[config.mk]
export PLATFORM = sky130hd
export DESIGN_NAME = pipeline_decode_stage_flat
export DESIGN_NICKNAME = d
export VERILOG_FILES = /design/src/rtl/pipeline_pkg.sv /design/src/rtl/pipeline_decode_stage_if.sv /design/src/rtl/pipeline_imm_gen.sv /design/src/rtl/pipeline_decode_stage.sv /design/src/flat_wrapper.sv
export SDC_FILE = /design/constraint.sdc
export NUM_CORES = 1
export LEC_CHECK = 0
export CAP_MARGIN = 0
export CORE_MARGIN = 10
export CORE_UTILIZATION = 45
export CTS_BUF_LIST = sky130_fd_sc_hd__clkbuf_4 sky130_fd_sc_hd__clkbuf_8 sky130_fd_sc_hd__clkbuf_16
export DETAILED_ROUTE_END_ITERATION = 10
export DONT_BUFFER_PORTS = 1
export HOLD_SLACK_MARGIN = 0.15
export PLACE_DENSITY_LB_ADDON = 0.08
export SLEW_MARGIN = 20
export SYNTH_ARGS = -nofsm -noshare
export SYNTH_HDL_FRONTEND = slang
export SYNTH_SLANG_ARGS = --single-unit
[constraint.sdc]
create_clock -name clk -period 5.8 [get_ports clk]
set_input_delay 1.16 -clock clk [delete_from_list [all_inputs] [get_ports clk]]
set_output_delay 1.16 -clock clk [all_outputs]
set_load 0.005 [all_outputs]
[src/rtl/pipeline_pkg.sv]
// Shared decode-stage definitions: RV32I opcodes, ALU operation encoding,
// the ID/EX control bundle and small decode helpers.
package pipeline_pkg;

  localparam logic [6:0] OPC_LUI    = 7'b0110111;
  localparam logic [6:0] OPC_AUIPC  = 7'b0010111;
  localparam logic [6:0] OPC_JAL    = 7'b1101111;
  localparam logic [6:0] OPC_JALR   = 7'b1100111;
  localparam logic [6:0] OPC_BRANCH = 7'b1100011;
  localparam logic [6:0] OPC_LOAD   = 7'b0000011;
  localparam logic [6:0] OPC_STORE  = 7'b0100011;
  localparam logic [6:0] OPC_OP_IMM = 7'b0010011;
  localparam logic [6:0] OPC_OP     = 7'b0110011;

  typedef enum logic [3:0] {
    ALU_ADD   = 4'd0,
    ALU_SUB   = 4'd1,
    ALU_SLL   = 4'd2,
    ALU_SLT   = 4'd3,
    ALU_SLTU  = 4'd4,
    ALU_XOR   = 4'd5,
    ALU_SRL   = 4'd6,
    ALU_SRA   = 4'd7,
    ALU_OR    = 4'd8,
    ALU_AND   = 4'd9,
    ALU_PASSB = 4'd10
  } alu_op_e;

  typedef struct packed {
    alu_op_e alu_op;
    logic    alu_src_imm;
    logic    mem_read;
    logic    mem_write;
    logic    reg_write;
    logic    branch;
    logic    jump;
  } id_ex_ctrl_t;

  // funct3 -> ALU op; alt selects SUB/SRA on the 000/101 encodings
  function automatic alu_op_e f3_to_alu(input logic [2:0] f3, input logic alt);
    alu_op_e op;
    case (f3)
      3'b000:  op = alt ? ALU_SUB : ALU_ADD;
      3'b001:  op = ALU_SLL;
      3'b010:  op = ALU_SLT;
      3'b011:  op = ALU_SLTU;
      3'b100:  op = ALU_XOR;
      3'b101:  op = alt ? ALU_SRA : ALU_SRL;
      3'b110:  op = ALU_OR;
      default: op = ALU_AND;
    endcase
    return op;
  endfunction

  function automatic logic is_known_opc(input logic [6:0] opc);
    return (opc == OPC_LUI) || (opc == OPC_AUIPC) || (opc == OPC_JAL) ||
           (opc == OPC_JALR) || (opc == OPC_BRANCH) || (opc == OPC_LOAD) ||
           (opc == OPC_STORE) || (opc == OPC_OP_IMM) || (opc == OPC_OP);
  endfunction

endpackage

[src/rtl/pipeline_decode_stage_if.sv]
// Decode-stage bus: fetch inputs, regfile read port, stall back to fetch
// and the registered ID/EX bundle. id_ex_illegal exists only when
// ILLEGAL_INSN_DETECT_EN is defined.
interface pipeline_decode_stage_if
  import pipeline_pkg::*;
#(
  parameter int XLEN = 32
);
  logic [31:0]     instruction_code;
  logic [XLEN-1:0] old_pc;
  logic            branch_true;
  logic [XLEN-1:0] rs1_data;
  logic [XLEN-1:0] rs2_data;
  logic            stall;
  logic [4:0]      rs1_addr;
  logic [4:0]      rs2_addr;
  logic            id_ex_valid;
  logic [XLEN-1:0] id_ex_pc;
  logic [31:0]     id_ex_imm;
  logic [XLEN-1:0] id_ex_rs1_data;
  logic [XLEN-1:0] id_ex_rs2_data;
  logic [4:0]      id_ex_rd;
  logic [4:0]      id_ex_rs1;
  logic [4:0]      id_ex_rs2;
  logic [2:0]      id_ex_funct3;
  alu_op_e         id_ex_alu_op;
  logic            id_ex_alu_src_imm;
  logic            id_ex_mem_read;
  logic            id_ex_mem_write;
  logic            id_ex_reg_write;
  logic            id_ex_branch;
  logic            id_ex_jump;
`ifdef ILLEGAL_INSN_DETECT_EN
  logic            id_ex_illegal;
`endif

  // fetch / regfile / execute side
  modport master (
    output instruction_code, old_pc, branch_true, rs1_data, rs2_data,
    input  stall, rs1_addr, rs2_addr, id_ex_valid, id_ex_pc, id_ex_imm,
           id_ex_rs1_data, id_ex_rs2_data, id_ex_rd, id_ex_rs1, id_ex_rs2,
           id_ex_funct3, id_ex_alu_op, id_ex_alu_src_imm, id_ex_mem_read,
           id_ex_mem_write, id_ex_reg_write, id_ex_branch, id_ex_jump
`ifdef ILLEGAL_INSN_DETECT_EN
    , input id_ex_illegal
`endif
  );

  // decode stage
  modport slave (
    input  instruction_code, old_pc, branch_true, rs1_data, rs2_data,
    output stall, rs1_addr, rs2_addr, id_ex_valid, id_ex_pc, id_ex_imm,
           id_ex_rs1_data, id_ex_rs2_data, id_ex_rd, id_ex_rs1, id_ex_rs2,
           id_ex_funct3, id_ex_alu_op, id_ex_alu_src_imm, id_ex_mem_read,
           id_ex_mem_write, id_ex_reg_write, id_ex_branch, id_ex_jump
`ifdef ILLEGAL_INSN_DETECT_EN
    , output id_ex_illegal
`endif
  );
endinterface

[src/rtl/pipeline_imm_gen.sv]
// RV32I immediate generator: picks the I/S/B/U/J format from the opcode and
// sign-extends from instr[31]. Formats without an immediate yield 0.
module pipeline_imm_gen
  import pipeline_pkg::*;
(
  input  logic [31:0] instr,
  output logic [31:0] imm
);
  // format select by opcode
  always_comb begin
    imm = '0;
    case (instr[6:0])
      OPC_LUI, OPC_AUIPC:
        imm = {instr[31:12], 12'b0};
      OPC_JAL:
        imm = {{11{instr[31]}}, instr[31], instr[19:12], instr[20], instr[30:21], 1'b0};
      OPC_BRANCH:
        imm = {{19{instr[31]}}, instr[31], instr[7], instr[30:25], instr[11:8], 1'b0};
      OPC_STORE:
        imm = {{20{instr[31]}}, instr[31:25], instr[11:7]};
      OPC_JALR, OPC_LOAD, OPC_OP_IMM:
        imm = {{20{instr[31]}}, instr[31:20]};
      default: imm = '0;
    endcase
  end
endmodule

[src/rtl/pipeline_decode_stage.sv]
// IF/ID register, RV32I decoder and ID/EX register. Detects load-use hazards
// (one-cycle stall + bubble) and applies branch flush, which wins over stall.
// Optional: define ILLEGAL_INSN_DETECT_EN to add id_ex_illegal.
module pipeline_decode_stage
  import pipeline_pkg::*;
#(
  parameter int              XLEN      = 32,
  parameter logic [31:0]     NOP_INSTR = 32'h0000_0013,
  parameter logic [XLEN-1:0] RESET_PC  = '0
) (
  input logic                    clk,
  input logic                    reset,
  pipeline_decode_stage_if.slave bus
);
  logic [31:0]     if_id_instr;
  logic [XLEN-1:0] if_id_pc;
  logic            if_id_valid;

  logic            id_ex_valid;
  id_ex_ctrl_t     id_ex_ctrl;
  logic [XLEN-1:0] id_ex_pc, id_ex_rs1_data, id_ex_rs2_data;
  logic [31:0]     id_ex_imm;
  logic [4:0]      id_ex_rd, id_ex_rs1, id_ex_rs2;
  logic [2:0]      id_ex_funct3;

  logic [6:0]  opc;
  logic [4:0]  rd, rs1, rs2;
  logic [2:0]  f3;
  logic        rs1_used, rs2_used, load_use;
  id_ex_ctrl_t dec_ctrl;
  logic [31:0] dec_imm;

  assign opc = if_id_instr[6:0];
  assign rd  = if_id_instr[11:7];
  assign f3  = if_id_instr[14:12];
  assign rs1 = if_id_instr[19:15];
  assign rs2 = if_id_instr[24:20];

  pipeline_imm_gen u_imm_gen (.instr(if_id_instr), .imm(dec_imm));

  // load-use: the load in ID/EX writes a register the IF/ID instruction reads
  assign rs1_used = !((opc == OPC_LUI) || (opc == OPC_AUIPC) || (opc == OPC_JAL));
  assign rs2_used = (opc == OPC_OP) || (opc == OPC_STORE) || (opc == OPC_BRANCH);
  assign load_use = if_id_valid && id_ex_valid && id_ex_ctrl.mem_read && (id_ex_rd != 5'd0) &&
                    (((id_ex_rd == rs1) && rs1_used) || ((id_ex_rd == rs2) && rs2_used));
  assign bus.stall = load_use && !bus.branch_true;

  // control decode; unknown opcodes leave every control at 0
  always_comb begin
    dec_ctrl = '0;
    case (opc)
      OPC_LUI:    begin dec_ctrl.alu_op = ALU_PASSB; dec_ctrl.alu_src_imm = 1'b1; dec_ctrl.reg_write = 1'b1; end
      OPC_AUIPC:  begin dec_ctrl.alu_op = ALU_ADD; dec_ctrl.alu_src_imm = 1'b1; dec_ctrl.reg_write = 1'b1; end
      OPC_JAL,
      OPC_JALR:   begin dec_ctrl.alu_op = ALU_ADD; dec_ctrl.alu_src_imm = 1'b1; dec_ctrl.reg_write = 1'b1;
                        dec_ctrl.jump = 1'b1; end
      OPC_BRANCH: begin dec_ctrl.alu_op = ALU_SUB; dec_ctrl.branch = 1'b1; end
      OPC_LOAD:   begin dec_ctrl.alu_op = ALU_ADD; dec_ctrl.alu_src_imm = 1'b1; dec_ctrl.mem_read = 1'b1;
                        dec_ctrl.reg_write = 1'b1; end
      OPC_STORE:  begin dec_ctrl.alu_op = ALU_ADD; dec_ctrl.alu_src_imm = 1'b1; dec_ctrl.mem_write = 1'b1; end
      // funct7[5] only matters for SRAI; on ADDI it is immediate data
      OPC_OP_IMM: begin dec_ctrl.alu_op = f3_to_alu(f3, if_id_instr[30] && (f3 == 3'b101));
                        dec_ctrl.alu_src_imm = 1'b1; dec_ctrl.reg_write = 1'b1; end
      OPC_OP:     begin dec_ctrl.alu_op = f3_to_alu(f3, if_id_instr[30]); dec_ctrl.reg_write = 1'b1; end
      default:    dec_ctrl = '0;
    endcase
    if (rd == 5'd0) dec_ctrl.reg_write = 1'b0;
  end

  // IF/ID: flush to NOP, hold on stall, otherwise capture fetch
  always_ff @(posedge clk or negedge reset) begin
    if (!reset) begin
      if_id_instr <= NOP_INSTR;
      if_id_pc    <= RESET_PC;
      if_id_valid <= 1'b0;
    end else if (bus.branch_true) begin
      if_id_instr <= NOP_INSTR;
      if_id_valid <= 1'b0;
    end else if (!load_use) begin
      if_id_instr <= bus.instruction_code;
      if_id_pc    <= bus.old_pc;
      if_id_valid <= 1'b1;
    end
  end

  // ID/EX: bubble on flush or stall, otherwise take the decoded bundle
  always_ff @(posedge clk or negedge reset) begin
    if (!reset) begin
      id_ex_valid    <= 1'b0;
      id_ex_ctrl     <= '0;
      id_ex_pc       <= RESET_PC;
      id_ex_imm      <= '0;
      id_ex_rs1_data <= '0;
      id_ex_rs2_data <= '0;
      id_ex_rd       <= '0;
      id_ex_rs1      <= '0;
      id_ex_rs2      <= '0;
      id_ex_funct3   <= '0;
    end else if (bus.branch_true || load_use) begin
      id_ex_valid <= 1'b0;
      id_ex_ctrl  <= '0;
    end else begin
      id_ex_valid    <= if_id_valid;
      id_ex_ctrl     <= if_id_valid ? dec_ctrl : '0;
      id_ex_pc       <= if_id_pc;
      id_ex_imm      <= dec_imm;
      id_ex_rs1_data <= bus.rs1_data;
      id_ex_rs2_data <= bus.rs2_data;
      id_ex_rd       <= rd;
      id_ex_rs1      <= rs1;
      id_ex_rs2      <= rs2;
      id_ex_funct3   <= f3;
    end
  end

`ifdef ILLEGAL_INSN_DETECT_EN
  logic dec_illegal, id_ex_illegal;

  // unknown opcode, or OP with funct7 other than 0 / 0x20-on-ADD/SRL
  always_comb begin
    dec_illegal = !is_known_opc(opc);
    if (opc == OPC_OP)
      dec_illegal = !((if_id_instr[31:25] == 7'h00) ||
                      ((if_id_instr[31:25] == 7'h20) && ((f3 == 3'b000) || (f3 == 3'b101))));
  end

  // illegal flag travels with id_ex_valid and clears on bubble/flush
  always_ff @(posedge clk or negedge reset) begin
    if (!reset)                             id_ex_illegal <= 1'b0;
    else if (bus.branch_true || load_use)   id_ex_illegal <= 1'b0;
    else                                    id_ex_illegal <= if_id_valid && dec_illegal;
  end

  assign bus.id_ex_illegal = id_ex_illegal;
`endif

  assign bus.rs1_addr          = rs1;
  assign bus.rs2_addr          = rs2;
  assign bus.id_ex_valid       = id_ex_valid;
  assign bus.id_ex_pc          = id_ex_pc;
  assign bus.id_ex_imm         = id_ex_imm;
  assign bus.id_ex_rs1_data    = id_ex_rs1_data;
  assign bus.id_ex_rs2_data    = id_ex_rs2_data;
  assign bus.id_ex_rd          = id_ex_rd;
  assign bus.id_ex_rs1         = id_ex_rs1;
  assign bus.id_ex_rs2         = id_ex_rs2;
  assign bus.id_ex_funct3      = id_ex_funct3;
  assign bus.id_ex_alu_op      = id_ex_ctrl.alu_op;
  assign bus.id_ex_alu_src_imm = id_ex_ctrl.alu_src_imm;
  assign bus.id_ex_mem_read    = id_ex_ctrl.mem_read;
  assign bus.id_ex_mem_write   = id_ex_ctrl.mem_write;
  assign bus.id_ex_reg_write   = id_ex_ctrl.reg_write;
  assign bus.id_ex_branch      = id_ex_ctrl.branch;
  assign bus.id_ex_jump        = id_ex_ctrl.jump;

endmodule
[src/flat_wrapper.sv]
// flat-port wrapper written by rule: the top's interface ports become plain ports
module pipeline_decode_stage_flat import pipeline_pkg::*;
#(
  parameter int              XLEN      = 32,
  parameter logic [31:0]     NOP_INSTR = 32'h0000_0013,
  parameter logic [XLEN-1:0] RESET_PC  = '0
)
  (clk, reset, bus_instruction_code, bus_old_pc, bus_branch_true, bus_rs1_data, bus_rs2_data, bus_stall, bus_rs1_addr, bus_rs2_addr, bus_id_ex_valid, bus_id_ex_pc, bus_id_ex_imm, bus_id_ex_rs1_data, bus_id_ex_rs2_data, bus_id_ex_rd, bus_id_ex_rs1, bus_id_ex_rs2, bus_id_ex_funct3, bus_id_ex_alu_op, bus_id_ex_alu_src_imm, bus_id_ex_mem_read, bus_id_ex_mem_write, bus_id_ex_reg_write, bus_id_ex_branch, bus_id_ex_jump);
  pipeline_decode_stage_if #(.XLEN(XLEN)) bus_i ();
  input logic clk;
  input logic reset;
  input wire logic [$bits(bus_i.instruction_code)-1:0] bus_instruction_code;
  input wire logic [$bits(bus_i.old_pc)-1:0] bus_old_pc;
  input wire logic [$bits(bus_i.branch_true)-1:0] bus_branch_true;
  input wire logic [$bits(bus_i.rs1_data)-1:0] bus_rs1_data;
  input wire logic [$bits(bus_i.rs2_data)-1:0] bus_rs2_data;
  output wire logic [$bits(bus_i.stall)-1:0] bus_stall;
  output wire logic [$bits(bus_i.rs1_addr)-1:0] bus_rs1_addr;
  output wire logic [$bits(bus_i.rs2_addr)-1:0] bus_rs2_addr;
  output wire logic [$bits(bus_i.id_ex_valid)-1:0] bus_id_ex_valid;
  output wire logic [$bits(bus_i.id_ex_pc)-1:0] bus_id_ex_pc;
  output wire logic [$bits(bus_i.id_ex_imm)-1:0] bus_id_ex_imm;
  output wire logic [$bits(bus_i.id_ex_rs1_data)-1:0] bus_id_ex_rs1_data;
  output wire logic [$bits(bus_i.id_ex_rs2_data)-1:0] bus_id_ex_rs2_data;
  output wire logic [$bits(bus_i.id_ex_rd)-1:0] bus_id_ex_rd;
  output wire logic [$bits(bus_i.id_ex_rs1)-1:0] bus_id_ex_rs1;
  output wire logic [$bits(bus_i.id_ex_rs2)-1:0] bus_id_ex_rs2;
  output wire logic [$bits(bus_i.id_ex_funct3)-1:0] bus_id_ex_funct3;
  output wire logic [$bits(bus_i.id_ex_alu_op)-1:0] bus_id_ex_alu_op;
  output wire logic [$bits(bus_i.id_ex_alu_src_imm)-1:0] bus_id_ex_alu_src_imm;
  output wire logic [$bits(bus_i.id_ex_mem_read)-1:0] bus_id_ex_mem_read;
  output wire logic [$bits(bus_i.id_ex_mem_write)-1:0] bus_id_ex_mem_write;
  output wire logic [$bits(bus_i.id_ex_reg_write)-1:0] bus_id_ex_reg_write;
  output wire logic [$bits(bus_i.id_ex_branch)-1:0] bus_id_ex_branch;
  output wire logic [$bits(bus_i.id_ex_jump)-1:0] bus_id_ex_jump;
  assign bus_i.instruction_code = bus_instruction_code;
  assign bus_i.old_pc = bus_old_pc;
  assign bus_i.branch_true = bus_branch_true;
  assign bus_i.rs1_data = bus_rs1_data;
  assign bus_i.rs2_data = bus_rs2_data;
  assign bus_stall = bus_i.stall;
  assign bus_rs1_addr = bus_i.rs1_addr;
  assign bus_rs2_addr = bus_i.rs2_addr;
  assign bus_id_ex_valid = bus_i.id_ex_valid;
  assign bus_id_ex_pc = bus_i.id_ex_pc;
  assign bus_id_ex_imm = bus_i.id_ex_imm;
  assign bus_id_ex_rs1_data = bus_i.id_ex_rs1_data;
  assign bus_id_ex_rs2_data = bus_i.id_ex_rs2_data;
  assign bus_id_ex_rd = bus_i.id_ex_rd;
  assign bus_id_ex_rs1 = bus_i.id_ex_rs1;
  assign bus_id_ex_rs2 = bus_i.id_ex_rs2;
  assign bus_id_ex_funct3 = bus_i.id_ex_funct3;
  assign bus_id_ex_alu_op = bus_i.id_ex_alu_op;
  assign bus_id_ex_alu_src_imm = bus_i.id_ex_alu_src_imm;
  assign bus_id_ex_mem_read = bus_i.id_ex_mem_read;
  assign bus_id_ex_mem_write = bus_i.id_ex_mem_write;
  assign bus_id_ex_reg_write = bus_i.id_ex_reg_write;
  assign bus_id_ex_branch = bus_i.id_ex_branch;
  assign bus_id_ex_jump = bus_i.id_ex_jump;
  pipeline_decode_stage #(.XLEN(XLEN), .NOP_INSTR(NOP_INSTR), .RESET_PC(RESET_PC)) u_core (.clk(clk), .reset(reset), .bus(bus_i));
endmodule
# Yosys cells after proc, flatten, opt, wreduce, memory -nomap -nowiden

Index checks and enable logic that the tools add are counted.

Word-level logic and storage cells: 86
Input port bits: 131
Output and inout port bits: 168
Flip-flop bits (word level): 222

Equal/unequal tests: 18
Mux-type cells: 22
Reduce and logical (&&, ||, !) cells: 25
Bitwise logic cells: 2

Operators by type and width:

| kind                                                                  | number |
|---|---|
| 32-bit one-hot mux with 5 select lines                                | 1 |
| 32-bit two-way mux                                                    | 2 |
| 4-bit one-hot mux with 7 select lines                                 | 2 |
| 7-bit by 6-bit equality test with 1-bit output, second input constant | 3 |
| 7-bit equality test, second input constant                            | 3 |
| 10-bit two-way mux                                                    | 2 |
| 4-bit one-hot mux with 4 select lines                                 | 1 |
| 7-bit by 5-bit equality test with 1-bit output, second input constant | 2 |
| 1-bit two-way mux                                                     | 14 |
| 7-bit OR reduction                                                    | 2 |
| 5-bit equality test                                                   | 2 |
| 3-bit equality test, second input constant                            | 3 |
| 1-bit logical AND                                                     | 8 |
| 7-bit by 2-bit equality test with 1-bit output, second input constant | 1 |
| 3-bit by 2-bit equality test with 1-bit output, second input constant | 2 |
| 1-bit logical OR                                                      | 6 |
| 5-bit zero test                                                       | 1 |
| 5-bit nonzero test                                                    | 1 |
| 2-bit OR reduction                                                    | 2 |
| 3-bit by 1-bit equality test with 1-bit output, second input constant | 1 |
| 3-bit zero test                                                       | 1 |
| 3-bit OR reduction                                                    | 1 |
| 1-bit zero test                                                       | 2 |
| 2-bit inequality test, second input constant                          | 1 |
| 2 further kinds                                                       | 3 |

# Longest topological paths before layout

Depth in word-level cells: 9
Depth in mapped cells: 8
Mapped depth without buffers: 5

# Hierarchy

A second synthesis with hierarchy kept.

Cell total of the unflattened synthesis: 684
Area, all modules: 9310.2 um^2

By module, submodules not included:

| module                | area each (um^2) | instances | cells each |
|---|---|---|---|
| pipeline_decode_stage | 8842.2           | 1         | 618 |
| pipeline_imm_gen      | 467.9            | 1         | 66 |

# Worst setup path after synthesis

OpenSTA, ideal clock, no wires.

Path kind: register to output
Start point: register u_core.id_ex_rd[0], in the netlist u_core.bus.id_ex_rd[0]
End point: output bus_stall
Arrival: 1.835 ns
Cell stages (with the launch flop): 7
Data required time: 4.640 ns
Slack: 2.805 ns
Cell sequence: dfrtp_1 -> or4_4 -> o211ai_1 -> nor4_1 -> a21oi_2 -> buf_2 -> nor2_1

Longest elaborated chain between the ends: 5
Elaborated cells on any way between the ends: 9
Those cells by class: 2 x eq/ne; 7 x reduce/logical

Ends and longest elaborated chain:

| what                     | line                         | RTL |
|---|---|---|
| start: declaration       | pipeline_decode_stage.sv:23  | `logic [4:0] id_ex_rd, id_ex_rs1, id_ex_rs2;` |
| start signal: assignment | pipeline_decode_stage.sv:109 | `id_ex_rd <= rd;` |
| 5-bit equality test      | pipeline_decode_stage.sv:45  | `(((id_ex_rd == rs1) && rs1_used) \|\| ((id_ex_rd == rs2) && rs2_used));` |
| 1-bit logical AND        | pipeline_decode_stage.sv:45  |  |
| 1-bit logical OR         | pipeline_decode_stage.sv:45  |  |
| 1-bit logical AND (*)    | pipeline_decode_stage.sv:44  | `assign load_use = if_id_valid && id_ex_valid && id_ex_ctrl.mem_read && (id_ex_rd != 5'd0) &&` |
| 1-bit logical AND (*)    | pipeline_decode_stage.sv:46  | `assign bus.stall = load_use && !bus.branch_true;` |
| end: declaration         | flat_wrapper.sv:17           | `output wire logic [$bits(bus_i.stall)-1:0] bus_stall;` |

Every way passes the cells marked *; elsewhere a longest branch is shown, timed or not.

# Final worst setup path

Start point: register u_core.id_ex_rd[1], in the netlist u_core.bus.id_ex_rd[1]
End point: output bus_stall

Same word-level chain as after synthesis.

==> out/qor.yml <==
skew_ns: 0.00977
start_kind: "flop"
ys_seq_elements: 222
timing.setup.tns_ns: 0
initialDrtViolationCount: 487
grt_use_met1_pct: 19.9
drt-total-wl_mm: 24.0
nNetsFinal: 797
drive_gt1_share_pct: 20.7
clk_pin_slew_ns: 0.06
synth_common_cells: "dfrtp_1 (219), nand2_1 (98), mux2_1 (68), mux2_2 (68), mux2i_1 (34)"
maxSlewViolCount: 0
die_area_sq_mm: 0.0268
start_util_pct: 45.8
dr.pass1.iters: 5
synth_most_common_cell: "dfrtp_1"
vias: 5313
ff2ff_path_depth: 6
setup_violations: 0
wl_per_cell_microns: 25.2
num_rows: 52
place_congestion: 0.839
cts_buffer_depth: 3
worstSetupPathType: "flop to primary output"
fillers: 1749
io_buffer_count: 0
h-tree-depth: 1
fin_crit_sh_pct: 63.9
synth_warnings: 0
synth_cells: 685
ys_types: 54
fin_crit_ns: 3.71
hold_viol: 0
syn_avg_cell_area_sq_um: 13.6
fin_area_sq_mm: 0.0102
grt_use_total_pct: 17.1
die-height_microns: 164
worst-r2r-setup-slack_ns: 2.49
synth_top_area_share_pct: 59.0
cts_setup_buffers: 0
numCtsBuffers: 24
status: "finished clean"
insertion_delay_ns: 0.51
cts-root-buf: "clkbuf_16"
hpwl_mm: 17.6
syn_to_final_growth_pct: 9.57
antenna_left: 0
grt_pass1_wl_mm: 36.2
place_area_sq_mm: 0.00940
met2_usage_pct: 27.5
grt.busiest_layer: "met2"
worstPathRequired_ns: 4.64
grt_max_degree: 223
r2r-end: "u_core.bus.id_ex_rs2_data[31]"
drc: 0
syn-num-nets: 816
synth_top_flop_cell: "dfrtp_1"
fmaxAchievable_mhz: 270
synth.yosys.seq_area_share_pct: 59.8
r2r_start: "u_core.if_id_instr[5]"
synth_edf_count: 0
cp_max_fo: 7
coreArea_sq_mm: 0.0203
ys_top_cells_by_area: "dfrtp_1 (59%), mux2_1 (8.2%), mux2_2 (8.2%)"
maxSlewHeadroom_pct: 30.1
antenna_found_initial: 0
overflow: 0
finalHoldWorstSlack_ns: 0.345
powerDensity_mw_per_mm2: 346
first_global_vias: 5634
rsz0062_at_grt: "no"
cts_tree: "yes"
critPathArrivalTime_ns: 2.55
use_met3_pct: 9.89
cap_violations: 0
synth_area_sq_mm: 0.00930
io_pins: 299
cts_sinks: 222
post_cts_resized: 0
hold_class: "input pin to asynchronous set/reset pin"
tightest_slew_ns: 1.03
leakage_nw: 4.67
holdBufCountCts: 0
die_w_microns: 164
yosysTopAreaCell: "dfrtp_1"
synthArstFlopShare_pct: 100
critPathCaptureType: "primary output"
ir_drop_uv: 270
avgViaCountPerCell: 5.58
-- how the worst max path moves through the flow --
stage	cells past startpoint	endpoint	startpoint	slack (ns)
final	5	bus_stall	u_core.bus.id_ex_rd[1]	2.09
after global routing	5	bus_stall	u_core.if_id_instr[6]	1.89
after CTS	5	bus_stall	u_core.bus.id_ex_rd[1]	2.05
after detailed placement	4	u_core.bus.id_ex_reg_write	bus_branch_true	2.43
after global placement	4	u_core.bus.id_ex_alu_op[2]	bus_branch_true	2.51
after floorplan	6	bus_stall	u_core.bus.id_ex_rd[0]	2.81
-- cell type report --
cell class	instances	area, sq um	area share, %
Timing Repair Buffer	6	70.1	0.688
Clock buffer	33	699	6.87
Inverter	3	11.3	0.111
Tap cell	270	338	3.32
Antenna cell	1	2.50	0.0246
Multi-Input combinational cell	409	3420	33.6
Clock inverter	9	81.3	0.799
Sequential cell	222	5560	54.6
-- cells in the final DEF (no fill, tap or decap), types with 4 or more instances in the layout --
master / n
a211oi_1: 4
a22o_1: 4
a2bb2oi_1: 8
a32o_1: 23
and2_1: 4
and3_1: 7
buf_4: 4
clkbuf_16: 24
clkbuf_4: 4
clkbuf_8: 5
clkinv_2: 7
dfrtp_1: 219
mux2_1: 68
mux2_2: 68
mux2_4: 11
mux2i_1: 34
nand2_1: 98
nand4_1: 4
nor2_1: 16
nor3_1: 5
o21ai_0: 4
xnor2_1: 9
-- routing by layer --
layer / vias to the layer above / wire, microns
li1: 2394 / -
met1: 2654 / 8880
met2: 244 / 11300
met3: 21 / 3620
met4: 0 / 242
met5: - / 0
-- kinds of logic (layout without fill, tap and decap cells) --
logic type	Yosys count	count (layout)	synth area share (%)
buffers and inverters	54	51	3.58
other	0	1	0
and+or+nand+nor	156	156	7.77
muxes	181	181	21.9
AOI/OAI and AO/OA	62	62	5.99
xor gates and xnor gates	10	10	0.942
DFF	222	222	59.8
-- where the power goes --
group	switching, W	internal [W]
combinational	0.000107	0.000131
clock	0.000586	0.000885
sequential	0.000134	0.00168
-- state kept, by name (all words and copies together) (netlist names), 3 cells and up --
| signal | count |
|---|---|
| u_core.if_id_instr | 32 |
| u_core.bus.id_ex_rs1 | 5 |
| u_core.bus.id_ex_rd | 5 |
| u_core.if_id_pc | 32 |
| u_core.bus.id_ex_rs2_data | 32 |
| u_core.bus.id_ex_pc | 32 |
| u_core.bus.id_ex_funct3 | 3 |
| u_core.bus.id_ex_rs2 | 5 |
| u_core.bus.id_ex_rs1_data | 32 |
| u_core.bus.id_ex_alu_op | 4 |
| u_core.bus.id_ex_imm | 32 |
-- through the flow --
stage	cells	setup WS (ns)	total power (W)	util [%]
final	953	2.09	0.00353	50.2
after global routing	952	1.89	0.00369	50.2
after CTS	952	2.05	0.00359	50.1
after detailed placement	910	2.43	0.00210	46.3
after global placement	910	2.51	0.00208	46.3
after floorplan	685	2.81	0.00200	-
-- worst max-delay path: stages (launching register included) --
cell and delay, ns:
dfrtp_1 0.52, xnor2_1 0.25, nand4_1 0.13, nor4b_1 0.86, a21oi_4 0.11, nor2_1 0.17
Note: power is estimated with default switching activity, not from simulation.
